<file path="src/rtl/mr_ntt_ctrl_if.sv">
// Handshake and sequencing bus between the NTT controller and its datapath.
interface mr_ntt_ctrl_if #(parameter int LOGN = 8);
  logic            start;
  logic            busy;
  logic            done;
  logic            sel;
  logic            sen;
  logic            ien;
  logic [2:0]      stage;
  logic            rd_valid;
  logic [LOGN-3:0] rd_idx;
  logic            wr_valid;
  logic [LOGN-3:0] wr_idx;
  logic [LOGN:0]   tw_addr;

  modport master (output start,
                  input  busy, done, sel, sen, ien, stage,
                  input  rd_valid, rd_idx, wr_valid, wr_idx, tw_addr);

  modport slave  (input  start,
                  output busy, done, sel, sen, ien, stage,
                  output rd_valid, rd_idx, wr_valid, wr_idx, tw_addr);
endinterface

</file>
<file path="src/rtl/mr_ntt_ctrl.sv">
// Stage/group sequencer for a mixed radix-4 / radix-2 NTT butterfly unit.
//   state | meaning
//   IDLE  | waiting for start
//   RUN   | issuing one operand-group read per clock
//   FLUSH | PE_LAT-cycle drain so the next stage never reads stale data
//   DONE  | one-cycle completion pulse
module mr_ntt_ctrl #(
  parameter int LOGN   = 8,
  parameter int PE_LAT = 3
) (
  input  logic          clk,
  input  logic          rst,
  mr_ntt_ctrl_if.slave  bus
);
  localparam int   IW    = LOGN - 2;
  localparam int   S     = (LOGN + 1) / 2;
  localparam int   G     = 1 << IW;
  localparam int   FW    = (PE_LAT > 1) ? $clog2(PE_LAT) : 1;
  localparam logic ODD   = (LOGN % 2) == 1;

  typedef enum logic [1:0] {IDLE, RUN, FLUSH, DONE} state_t;

  state_t                     state_q, state_d;
  logic [IW-1:0]              cnt_q, cnt_d;
  logic [2:0]                 stage_q, stage_d;
  logic [FW-1:0]              fl_q, fl_d;
  logic [LOGN:0]              tw_q, tw_d;
  logic [PE_LAT-1:0]          pv_q, pv_d;
  logic [PE_LAT-1:0][IW-1:0]  pi_q, pi_d;

  logic          run_c, act_c, r4_c;
  logic [LOGN:0] tw_run_c;

  always_ff @(posedge clk or negedge rst) begin
    if (!rst) begin
      state_q <= IDLE;
      cnt_q   <= '0;
      stage_q <= '0;
      fl_q    <= '0;
      tw_q    <= '0;
      pv_q    <= '0;
      pi_q    <= '0;
    end else begin
      state_q <= state_d;
      cnt_q   <= cnt_d;
      stage_q <= stage_d;
      fl_q    <= fl_d;
      tw_q    <= tw_d;
      pv_q    <= pv_d;
      pi_q    <= pi_d;
    end
  end

  // cnt wraps to 0 naturally after G-1 because G is a power of two
  always_comb begin
    state_d = state_q;
    cnt_d   = cnt_q;
    stage_d = stage_q;
    fl_d    = fl_q;
    unique case (state_q)
      IDLE: begin
        if (bus.start) begin
          state_d = RUN;
          cnt_d   = '0;
          stage_d = '0;
        end
      end
      RUN: begin
        cnt_d = cnt_q + 1'b1;
        fl_d  = '0;
        if (cnt_q == IW'(G - 1)) state_d = FLUSH;
      end
      FLUSH: begin
        fl_d = fl_q + 1'b1;
        if (fl_q == FW'(PE_LAT - 1)) begin
          if (stage_q == 3'(S - 1)) begin
            state_d = DONE;
          end else begin
            state_d = RUN;
            stage_d = stage_q + 1'b1;
            cnt_d   = '0;
          end
        end
      end
      DONE: begin
        state_d = IDLE;
        stage_d = '0;
      end
      default: state_d = IDLE;
    endcase
  end

  // stage*G + cnt is a plain concatenation since G = 2^IW
  always_comb begin
    run_c    = (state_q == RUN);
    act_c    = run_c || (state_q == FLUSH);
    r4_c     = !(ODD && (stage_q == 3'(S - 1)));
    tw_run_c = {stage_q, cnt_q};
    tw_d     = run_c ? tw_run_c : tw_q;
    pv_d     = '0;
    pi_d     = '0;
    pv_d[0]  = run_c;
    pi_d[0]  = cnt_q;
    for (int i = 1; i < PE_LAT; i++) begin
      pv_d[i] = pv_q[i-1];
      pi_d[i] = pi_q[i-1];
    end
  end

  assign bus.busy     = act_c;
  assign bus.done     = (state_q == DONE);
  assign bus.sel      = act_c && r4_c;
  assign bus.ien      = act_c && r4_c;
  assign bus.sen      = act_c && !r4_c;
  assign bus.stage    = stage_q;
  assign bus.rd_valid = run_c;
  assign bus.rd_idx   = cnt_q;
  assign bus.wr_valid = pv_q[PE_LAT-1];
  assign bus.wr_idx   = pi_q[PE_LAT-1];
  assign bus.tw_addr  = run_c ? tw_run_c : tw_q;
endmodule
</file>
<file path="src/flat_wrapper.sv">
// flat-port wrapper written by rule: the top's interface ports become plain ports
module mr_ntt_ctrl_flat 
#(
  parameter int LOGN   = 8,
  parameter int PE_LAT = 3
)
  (clk, rst, bus_start, bus_busy, bus_done, bus_sel, bus_sen, bus_ien, bus_stage, bus_rd_valid, bus_rd_idx, bus_wr_valid, bus_wr_idx, bus_tw_addr);
  mr_ntt_ctrl_if #(.LOGN(LOGN)) bus_i ();
  input  logic clk;
  input  logic rst;
  input wire logic [$bits(bus_i.start)-1:0] bus_start;
  output wire logic [$bits(bus_i.busy)-1:0] bus_busy;
  output wire logic [$bits(bus_i.done)-1:0] bus_done;
  output wire logic [$bits(bus_i.sel)-1:0] bus_sel;
  output wire logic [$bits(bus_i.sen)-1:0] bus_sen;
  output wire logic [$bits(bus_i.ien)-1:0] bus_ien;
  output wire logic [$bits(bus_i.stage)-1:0] bus_stage;
  output wire logic [$bits(bus_i.rd_valid)-1:0] bus_rd_valid;
  output wire logic [$bits(bus_i.rd_idx)-1:0] bus_rd_idx;
  output wire logic [$bits(bus_i.wr_valid)-1:0] bus_wr_valid;
  output wire logic [$bits(bus_i.wr_idx)-1:0] bus_wr_idx;
  output wire logic [$bits(bus_i.tw_addr)-1:0] bus_tw_addr;
  assign bus_i.start = bus_start;
  assign bus_busy = bus_i.busy;
  assign bus_done = bus_i.done;
  assign bus_sel = bus_i.sel;
  assign bus_sen = bus_i.sen;
  assign bus_ien = bus_i.ien;
  assign bus_stage = bus_i.stage;
  assign bus_rd_valid = bus_i.rd_valid;
  assign bus_rd_idx = bus_i.rd_idx;
  assign bus_wr_valid = bus_i.wr_valid;
  assign bus_wr_idx = bus_i.wr_idx;
  assign bus_tw_addr = bus_i.tw_addr;
  mr_ntt_ctrl #(.LOGN(LOGN), .PE_LAT(PE_LAT)) u_core (.clk(clk), .rst(rst), .bus(bus_i));
endmodule
</file>
<file path="config.mk">
export PLATFORM = sky130hd
export DESIGN_NAME = mr_ntt_ctrl_flat
export DESIGN_NICKNAME = d
export VERILOG_FILES = /design/src/rtl/mr_ntt_ctrl_if.sv /design/src/rtl/mr_ntt_ctrl.sv /design/src/flat_wrapper.sv
export SDC_FILE = /design/constraint.sdc
export NUM_CORES = 1
export LEC_CHECK = 0
export BUFFER_PORTS_ARGS = -buffer_cell sky130_fd_sc_hd__buf_2
export CORE_MARGIN = 3
export CORE_UTILIZATION = 53
export CTS_CLUSTER_DIAMETER = 30
export DETAILED_ROUTE_END_ITERATION = 6
export PLACE_DENSITY_LB_ADDON = 0.08
export SETUP_SLACK_MARGIN = 0.02
export SYNTH_ARGS = -nofsm -noshare
export SYNTH_HDL_FRONTEND = slang
export SYNTH_SLANG_ARGS = --single-unit
</file>
<file path="constraint.sdc">
create_clock -name clk -period 2.45 [get_ports clk]
set_clock_uncertainty 0.1 [all_clocks]
set_input_delay 0.3675 -clock clk [delete_from_list [all_inputs] [get_ports clk]]
set_output_delay 0.3675 -clock clk [all_outputs]
set_load 0.05 [all_outputs]
</file>
==> results.cfg, run 1 <==
[setup_path]
worstReg2RegStart = u_core.state_q[0]
cp_slowest_cell = sky130_fd_sc_hd__dfrtp_1
worst_setup_path_end_kind = output port
slack_of_the_worst_reg_to_reg_path_ns = 0.56
required_ns = 1.98
startpoint_type = flop
crit_type = flop to output port
max_fo_critical_path = 15
critPathArrivalTime_ns = 1.84
critical_path.endpoint = bus_tw_addr[6]
cp-startpoint = u_core.state_q[1]
biggest_cell_delay_along_the_critical_path_ns = 0.42
r2r-end = u_core.bus.rd_idx[3]
crit_chain = inv_1 > ha_4 > mux2_2 > buf_2
r2r_cells = 5

[timing]
rsz0062_at_grt = false
setup-tns-final_ns = 0
hold_violations = 0
share_of_the_clock_period_used_by_the_worst_path = 0.942
setup_viol = 0
final.setup.worst_slack_ns = 0.143
fmax_mhz = 433
slew_viol_final = 0
worst_hold_slack_ns = 0.259
layout_min_cycle_time_ns = 2.31

[detailed_routing]
initialDrtViolationCount = 49
route.antenna.remaining_nets = 0
first_pass_detailed_route_iteration_total = 4
drt-total-wl_um = 2790
avgRoutedWirePerCell_um = 13.5
routed-via-count = 1045
routed_via_density = 5.05
post_detailed_route_drc_marker_count = 0

[pwr]
p_leak_nw = 0.860
power_after_layout_mw = 1.06
power_per_cell_area_nw_per_um2 = 538
max-vdd-ir-drop_v = 0.000335

[clock_network]
tritoncts_buffers = 5
cts-root-buf = sky130_fd_sc_hd__clkbuf_4
ctsLongestPathBuffers = 2
cts.repair_timing.setup_buffer_count = 0
worst_skew_pair.late_latency_ns = 0.35
clkTransAtPathRegs_ns = 0.12
h-tree-depth = 2
tritoncts_num_sinks = 43
cts_tree = done

[cells_and_area]
num-nets-final = 174
final_design_area_no_fill_um2 = 1970
area_growth_from_synthesis_to_layout_pct = 13.6
antennaDiodeCount = 0
layout-drive-gt1-share = 0.374

[global_routing]
first_pass_grt_wire_length_um = 4830
grt_pass1_vias = 1051
grt_util_all_layers = 0.162
globalRouteOverflowTotal = 0
pin_count_of_the_biggest_net_entering_global_routing = 21
antenna_found_initial = 0

[placement]
gp_congestion = 0.825
detailed_place_hpwl_um = 2050
place_area_um2 = 1890
preCtsSetupSlack_ns = 0.374
portBuffers = 32

[synthesis]
async_reset_ff_frac = 1.00
syn_nets = 143
synth.distinct_cells = 32
synth.avg_cell_area_um2 = 13.2
synthFlopType = sky130_fd_sc_hd__dfrtp_1
synthesis.yosys.warnings = 0
number_of_flip_flops_and_latches_in_the_synthesized_netlist = 43
sequential_fraction_of_the_synthesis_area = 0.622
synth_enable_flop_cells = 0
syn_inst = 131
post_synth_instance_area_um2 = 1730

[die]
fp.dieArea_um2 = 3990
placementRows = 20
ioPinCount = 34
coreArea_um2 = 3080
die_x_um = 63.1
initial_core_util = 0.562
floorplan.die.height_um = 63.1

[worst_hold_path]
hold_class = flop to flop

[outcome]
outcome = complete, no violations

[flow_run]
timing.max_cap.violations = 0
[cell usage after synthesis, types with 2 or more instances]
| master | n | area [µm²] |
|---|---|---|
| sky130_fd_sc_hd__o21ai_2 | 2 | 17.5 |
| sky130_fd_sc_hd__a21oi_1 | 4 | 20.0 |
| sky130_fd_sc_hd__nand2_1 | 9 | 33.8 |
| sky130_fd_sc_hd__mux2_2 | 8 | 90.1 |
| sky130_fd_sc_hd__nand3_1 | 6 | 30.0 |
| sky130_fd_sc_hd__o21ai_1 | 2 | 10.0 |
| sky130_fd_sc_hd__o21ai_0 | 6 | 30.0 |
| sky130_fd_sc_hd__nand3b_1 | 3 | 22.5 |
| sky130_fd_sc_hd__inv_1 | 8 | 30.0 |
| sky130_fd_sc_hd__dfrtp_1 | 43 | 1080 |
| sky130_fd_sc_hd__buf_2 | 3 | 15.0 |
| sky130_fd_sc_hd__ha_1 | 9 | 113 |
| sky130_fd_sc_hd__buf_4 | 9 | 67.6 |
[cell families after synthesis]
group,synth area share
and+or+nand+nor,0.0882
buffers and inverters,0.0651
AOI/OAI and AO/OA,0.0998
other,0.00217
DFF,0.622
adders and majority gates,0.0651
muxes,0.0578
[per-layer routing]
| layer | routed length (µm) | global-route usage | up-vias |
|---|---|---|---|
| met4 | 26 | 0.0964 | 0 |
| met3 | 166 | 0.0624 | 2 |
| met1 | 1180 | 0.181 | 519 |
| li1 | - | - | 497 |
| met2 | 1410 | 0.262 | 27 |
| met5 | 0 | 0 | - |
[worst min-delay path by stage]
stage                     from              endpoint  slack [ns]  cells past startpoint
2_1_floorplan              rst  u_core.bus.rd_idx[0]       -0.03                      0
3_5_place_dp               rst        u_core.pv_q[0]        0.15                      1
3_3_place_gp               rst        u_core.pv_q[2]        0.14                      1
5_1_grt         u_core.pi_d[7]       u_core.pi_d[13]        0.27                      0
6_report       u_core.pi_d[11]       u_core.pi_d[17]        0.26                      0
4_1_cts         u_core.pi_d[7]       u_core.pi_d[13]        0.26                      0
[cells in the final DEF (no fill, tap or decap), types with 2 or more instances in the layout]
| cell | instances |
|---|---|
| sky130_fd_sc_hd__clkbuf_4 | 5 |
| sky130_fd_sc_hd__o21ai_2 | 3 |
| sky130_fd_sc_hd__nand2_1 | 9 |
| sky130_fd_sc_hd__dfrtp_1 | 43 |
| sky130_fd_sc_hd__a21oi_1 | 4 |
| sky130_fd_sc_hd__nand3_1 | 6 |
| sky130_fd_sc_hd__buf_2 | 32 |
| sky130_fd_sc_hd__ha_1 | 8 |
| sky130_fd_sc_hd__o21ai_1 | 2 |
| sky130_fd_sc_hd__buf_4 | 3 |
| sky130_fd_sc_hd__o21ai_0 | 5 |
| sky130_fd_sc_hd__inv_1 | 8 |
| sky130_fd_sc_hd__nand3b_1 | 3 |
| sky130_fd_sc_hd__mux2_2 | 8 |
[worst max-delay path, delay by kind of cell (launching register included)]
family | cells | cell delay, ns
adder cells (fa/ha/maj) | 1 | 0.30
buffers and inverters | 2 | 0.39
flip-flops | 1 | 0.42
multiplexers | 1 | 0.38
[stage by stage]
step,std cells,utilization
floorplan,131,-
global placement,198,0.615
detailed placement,198,0.615
CTS,207,0.639
global route,207,0.639
finish,207,0.639
[timing repair]
item / 4_1_cts / 5_1_grt
hold buffers: 1 / 0
endpoints found under the setup margin: 8 / 0
gates resized for setup: 1 / 0
endpoints found under the hold margin: 10 / 0
[registers in the layout, indices dropped and copies added (netlist names)]
signal / cells
u_core.pi_d: 12
u_core.bus.stage: 3
u_core.fl_q: 2
u_core.pv_q: 3
u_core.bus.wr_idx: 6
u_core.tw_q: 9
u_core.state_q: 2
u_core.bus.rd_idx: 6
[power breakdown]
group          internal [mW]  total (mW)  switching [mW]
logic                0.00428      0.0212          0.0169
clock network          0.111       0.326           0.215
registers              0.709       0.709               0
total                  0.824        1.06           0.232
[area by class of cell]
class	count	area, µm²
fillers	260	1110
flip-flops and latches	43	1080
multi-input cells	68	558
repair buffers	36	193
well taps	44	55.1
clock buffers	6	41.3
inverters	8	30.0
clock inverters	2	12.5
(Power assumes the default switching activity.)
==> inputs of run 2 (changes only) <==
--- a/config.mk
+++ b/config.mk
@@ -6,8 +6,10 @@
 export NUM_CORES = 1
 export LEC_CHECK = 0
 export BUFFER_PORTS_ARGS = -buffer_cell sky130_fd_sc_hd__buf_2
+export CELL_PAD_IN_SITES_DETAIL_PLACEMENT = 1
+export CELL_PAD_IN_SITES_GLOBAL_PLACEMENT = 2
 export CORE_MARGIN = 3
-export CORE_UTILIZATION = 53
+export CORE_UTILIZATION = 36
 export CTS_CLUSTER_DIAMETER = 30
 export DETAILED_ROUTE_END_ITERATION = 6
 export PLACE_DENSITY_LB_ADDON = 0.08
==> run 2 against run 1 <==
  * Sequential cell count did not move
  * Global-route usage fell by 4.1 points
  * Cell count grew 2.9%
  * Register-to-register slack gained 0.02 ns
  * Worst setup slack better by 0.022 ns
  * Largest cell class unchanged
  * Highest routed layer unchanged
==> results.cfg, run 2 (synthesized netlist as in run 1, its figures left out) <==
[cells_and_area]
final_design_area_no_fill_um2 = 1990
area_growth_from_synthesis_to_layout_pct = 15.1
layout.cells.most_common_list = sky130_fd_sc_hd__dfrtp_1 (43), sky130_fd_sc_hd__buf_2 (32), sky130_fd_sc_hd__nand2_1 (9)
most_frequent_standard_cell_in_the_layout_excluding_fill_and_tap_cells = sky130_fd_sc_hd__dfrtp_1
num-nets-final = 172
flip_flop_count_of_the_largest_register_after_layout = 12
antennaDiodeCount = 0
number_of_filler_cells_placed_in_the_layout = 492
layout-drive-gt1-share = 0.366

[worst_hold_path]
hold_class = flop to flop

[die]
die_x_um = 75.3
floorplan.die.height_um = 75.3
coreArea_um2 = 4500
fp.dieArea_um2 = 5670
placementRows = 24
initial_core_util = 0.384
ioPinCount = 34

[clock_network]
tritoncts_num_sinks = 43
cts_tree = done
worst_skew_pair.late_latency_ns = 0.28
tritoncts_buffers = 5
cts.repair_timing.setup_buffer_count = 0
h-tree-depth = 2
ctsLongestPathBuffers = 2
cts-root-buf = sky130_fd_sc_hd__clkbuf_8
clkTransAtPathRegs_ns = 0.07

[detailed_routing]
post_detailed_route_drc_marker_count = 0
first_pass_detailed_route_iteration_total = 4
routed-via-count = 1050
initialDrtViolationCount = 73
route.antenna.remaining_nets = 0
avgRoutedWirePerCell_um = 14.0
routed_via_density = 4.93
drt-total-wl_um = 2970

[pwr]
power_after_layout_mw = 1.15
max-vdd-ir-drop_v = 0.000294
p_leak_nw = 0.864
power_per_cell_area_nw_per_um2 = 576

[setup_path]
required_ns = 1.98
startpoint_type = flop
critPathArrivalTime_ns = 1.82
crit_type = flop to output port
worstPathBufferInverterCount = 2
cp_slowest_cell = sky130_fd_sc_hd__dfrtp_1
crit_chain = inv_1 > ha_4 > mux2_2 > buf_2
cpLargestDelayFamily = flip-flops
worst_setup_path_end_kind = output port
max_fo_critical_path = 21
biggest_cell_delay_along_the_critical_path_ns = 0.40

[flow_run]
timing.max_cap.violations = 0

[timing]
share_of_the_clock_period_used_by_the_worst_path = 0.933
rsz0062_at_grt = false
fmax_mhz = 438
setup-tns-final_ns = 0
slew_viol_final = 0
hold_violations = 0
layout_min_cycle_time_ns = 2.29
worst_hold_slack_ns = 0.250
setup_viol = 0

[global_routing]
first_pass_grt_wire_length_um = 5060
globalRouteOverflowTotal = 0
grt_pass1_vias = 1085
antenna_found_initial = 0
pin_count_of_the_biggest_net_entering_global_routing = 32
grt_util_all_layers = 0.121

[placement]
place_area_um2 = 1890
detailed_place_hpwl_um = 2180
portBuffers = 32
gp_congestion = 0.743

[outcome]
outcome = complete, no violations
[run 2: changes by cell type in the layout (fill, tap and decap cells not counted), sizes merged]
| cell | previous run | this run |
|---|---|---|
| buf | 35 | 33 |
[run 2: through the flow]
stage | std cells | utilization | setup slack, ns
floorplan | 131 | - | 0.157
global placement | 204 | 0.419 | 0.327
detailed placement | 204 | 0.419 | 0.272
CTS | 213 | 0.442 | 0.119
global route | 213 | 0.442 | 0.0405
finish | 213 | 0.442 | 0.164
[run 2: final timing paths]
check	startpoint	endpoint	slack (ns)	cells past startpoint
hold / removal	u_core.pv_q[0]	u_core.pv_q[1]	0.25	0
setup / recovery	u_core.state_q[1]	bus_tw_addr[1]	0.16	4
max in group asynchronous	rst	u_core.bus.wr_idx[4]	1.18	3
min in group asynchronous	rst	u_core.fl_q[0]	0.39	2
setup reg to reg	u_core.state_q[0]	u_core.bus.rd_idx[3]	0.58	5
hold reg to reg	u_core.pv_q[0]	u_core.pv_q[1]	0.25	0
[run 2: repair_timing]
item                                    4_1_cts  5_1_grt
gates resized for setup                       1        0
hold buffers                                  1        0
endpoints found under the hold margin        12        0
endpoints found under the setup margin        8        0
[run 2: report_power, final]
group	internal, mW	switching, mW	leakage, nW
clock network	0.199	0.220	0.0412
registers	0.709	0	0.476
logic	0.00321	0.0171	0.347
total	0.911	0.237	0.864
[run 2: cell type report]
class                      count  area [µm²]  area share
clock buffer                   6        72.6      0.0364
clock inverter                 2        12.5     0.00628
inverter                       8        30.0      0.0151
multi-input combinational     68         558       0.280
sequential                    43        1080       0.540
tap                           52        65.1      0.0327
timing repair buffer          34         178      0.0892
[run 2: layer usage]
metal | global-route usage | up-vias | share of wire
met1 | 0.148 | 530 | 0.45
met3 | 0.0356 | 6 | 0.047
met4 | 0.0583 | 0 | 0.019
li1 | - | 488 | -
met2 | 0.196 | 26 | 0.48
met5 | 0 | - | 0
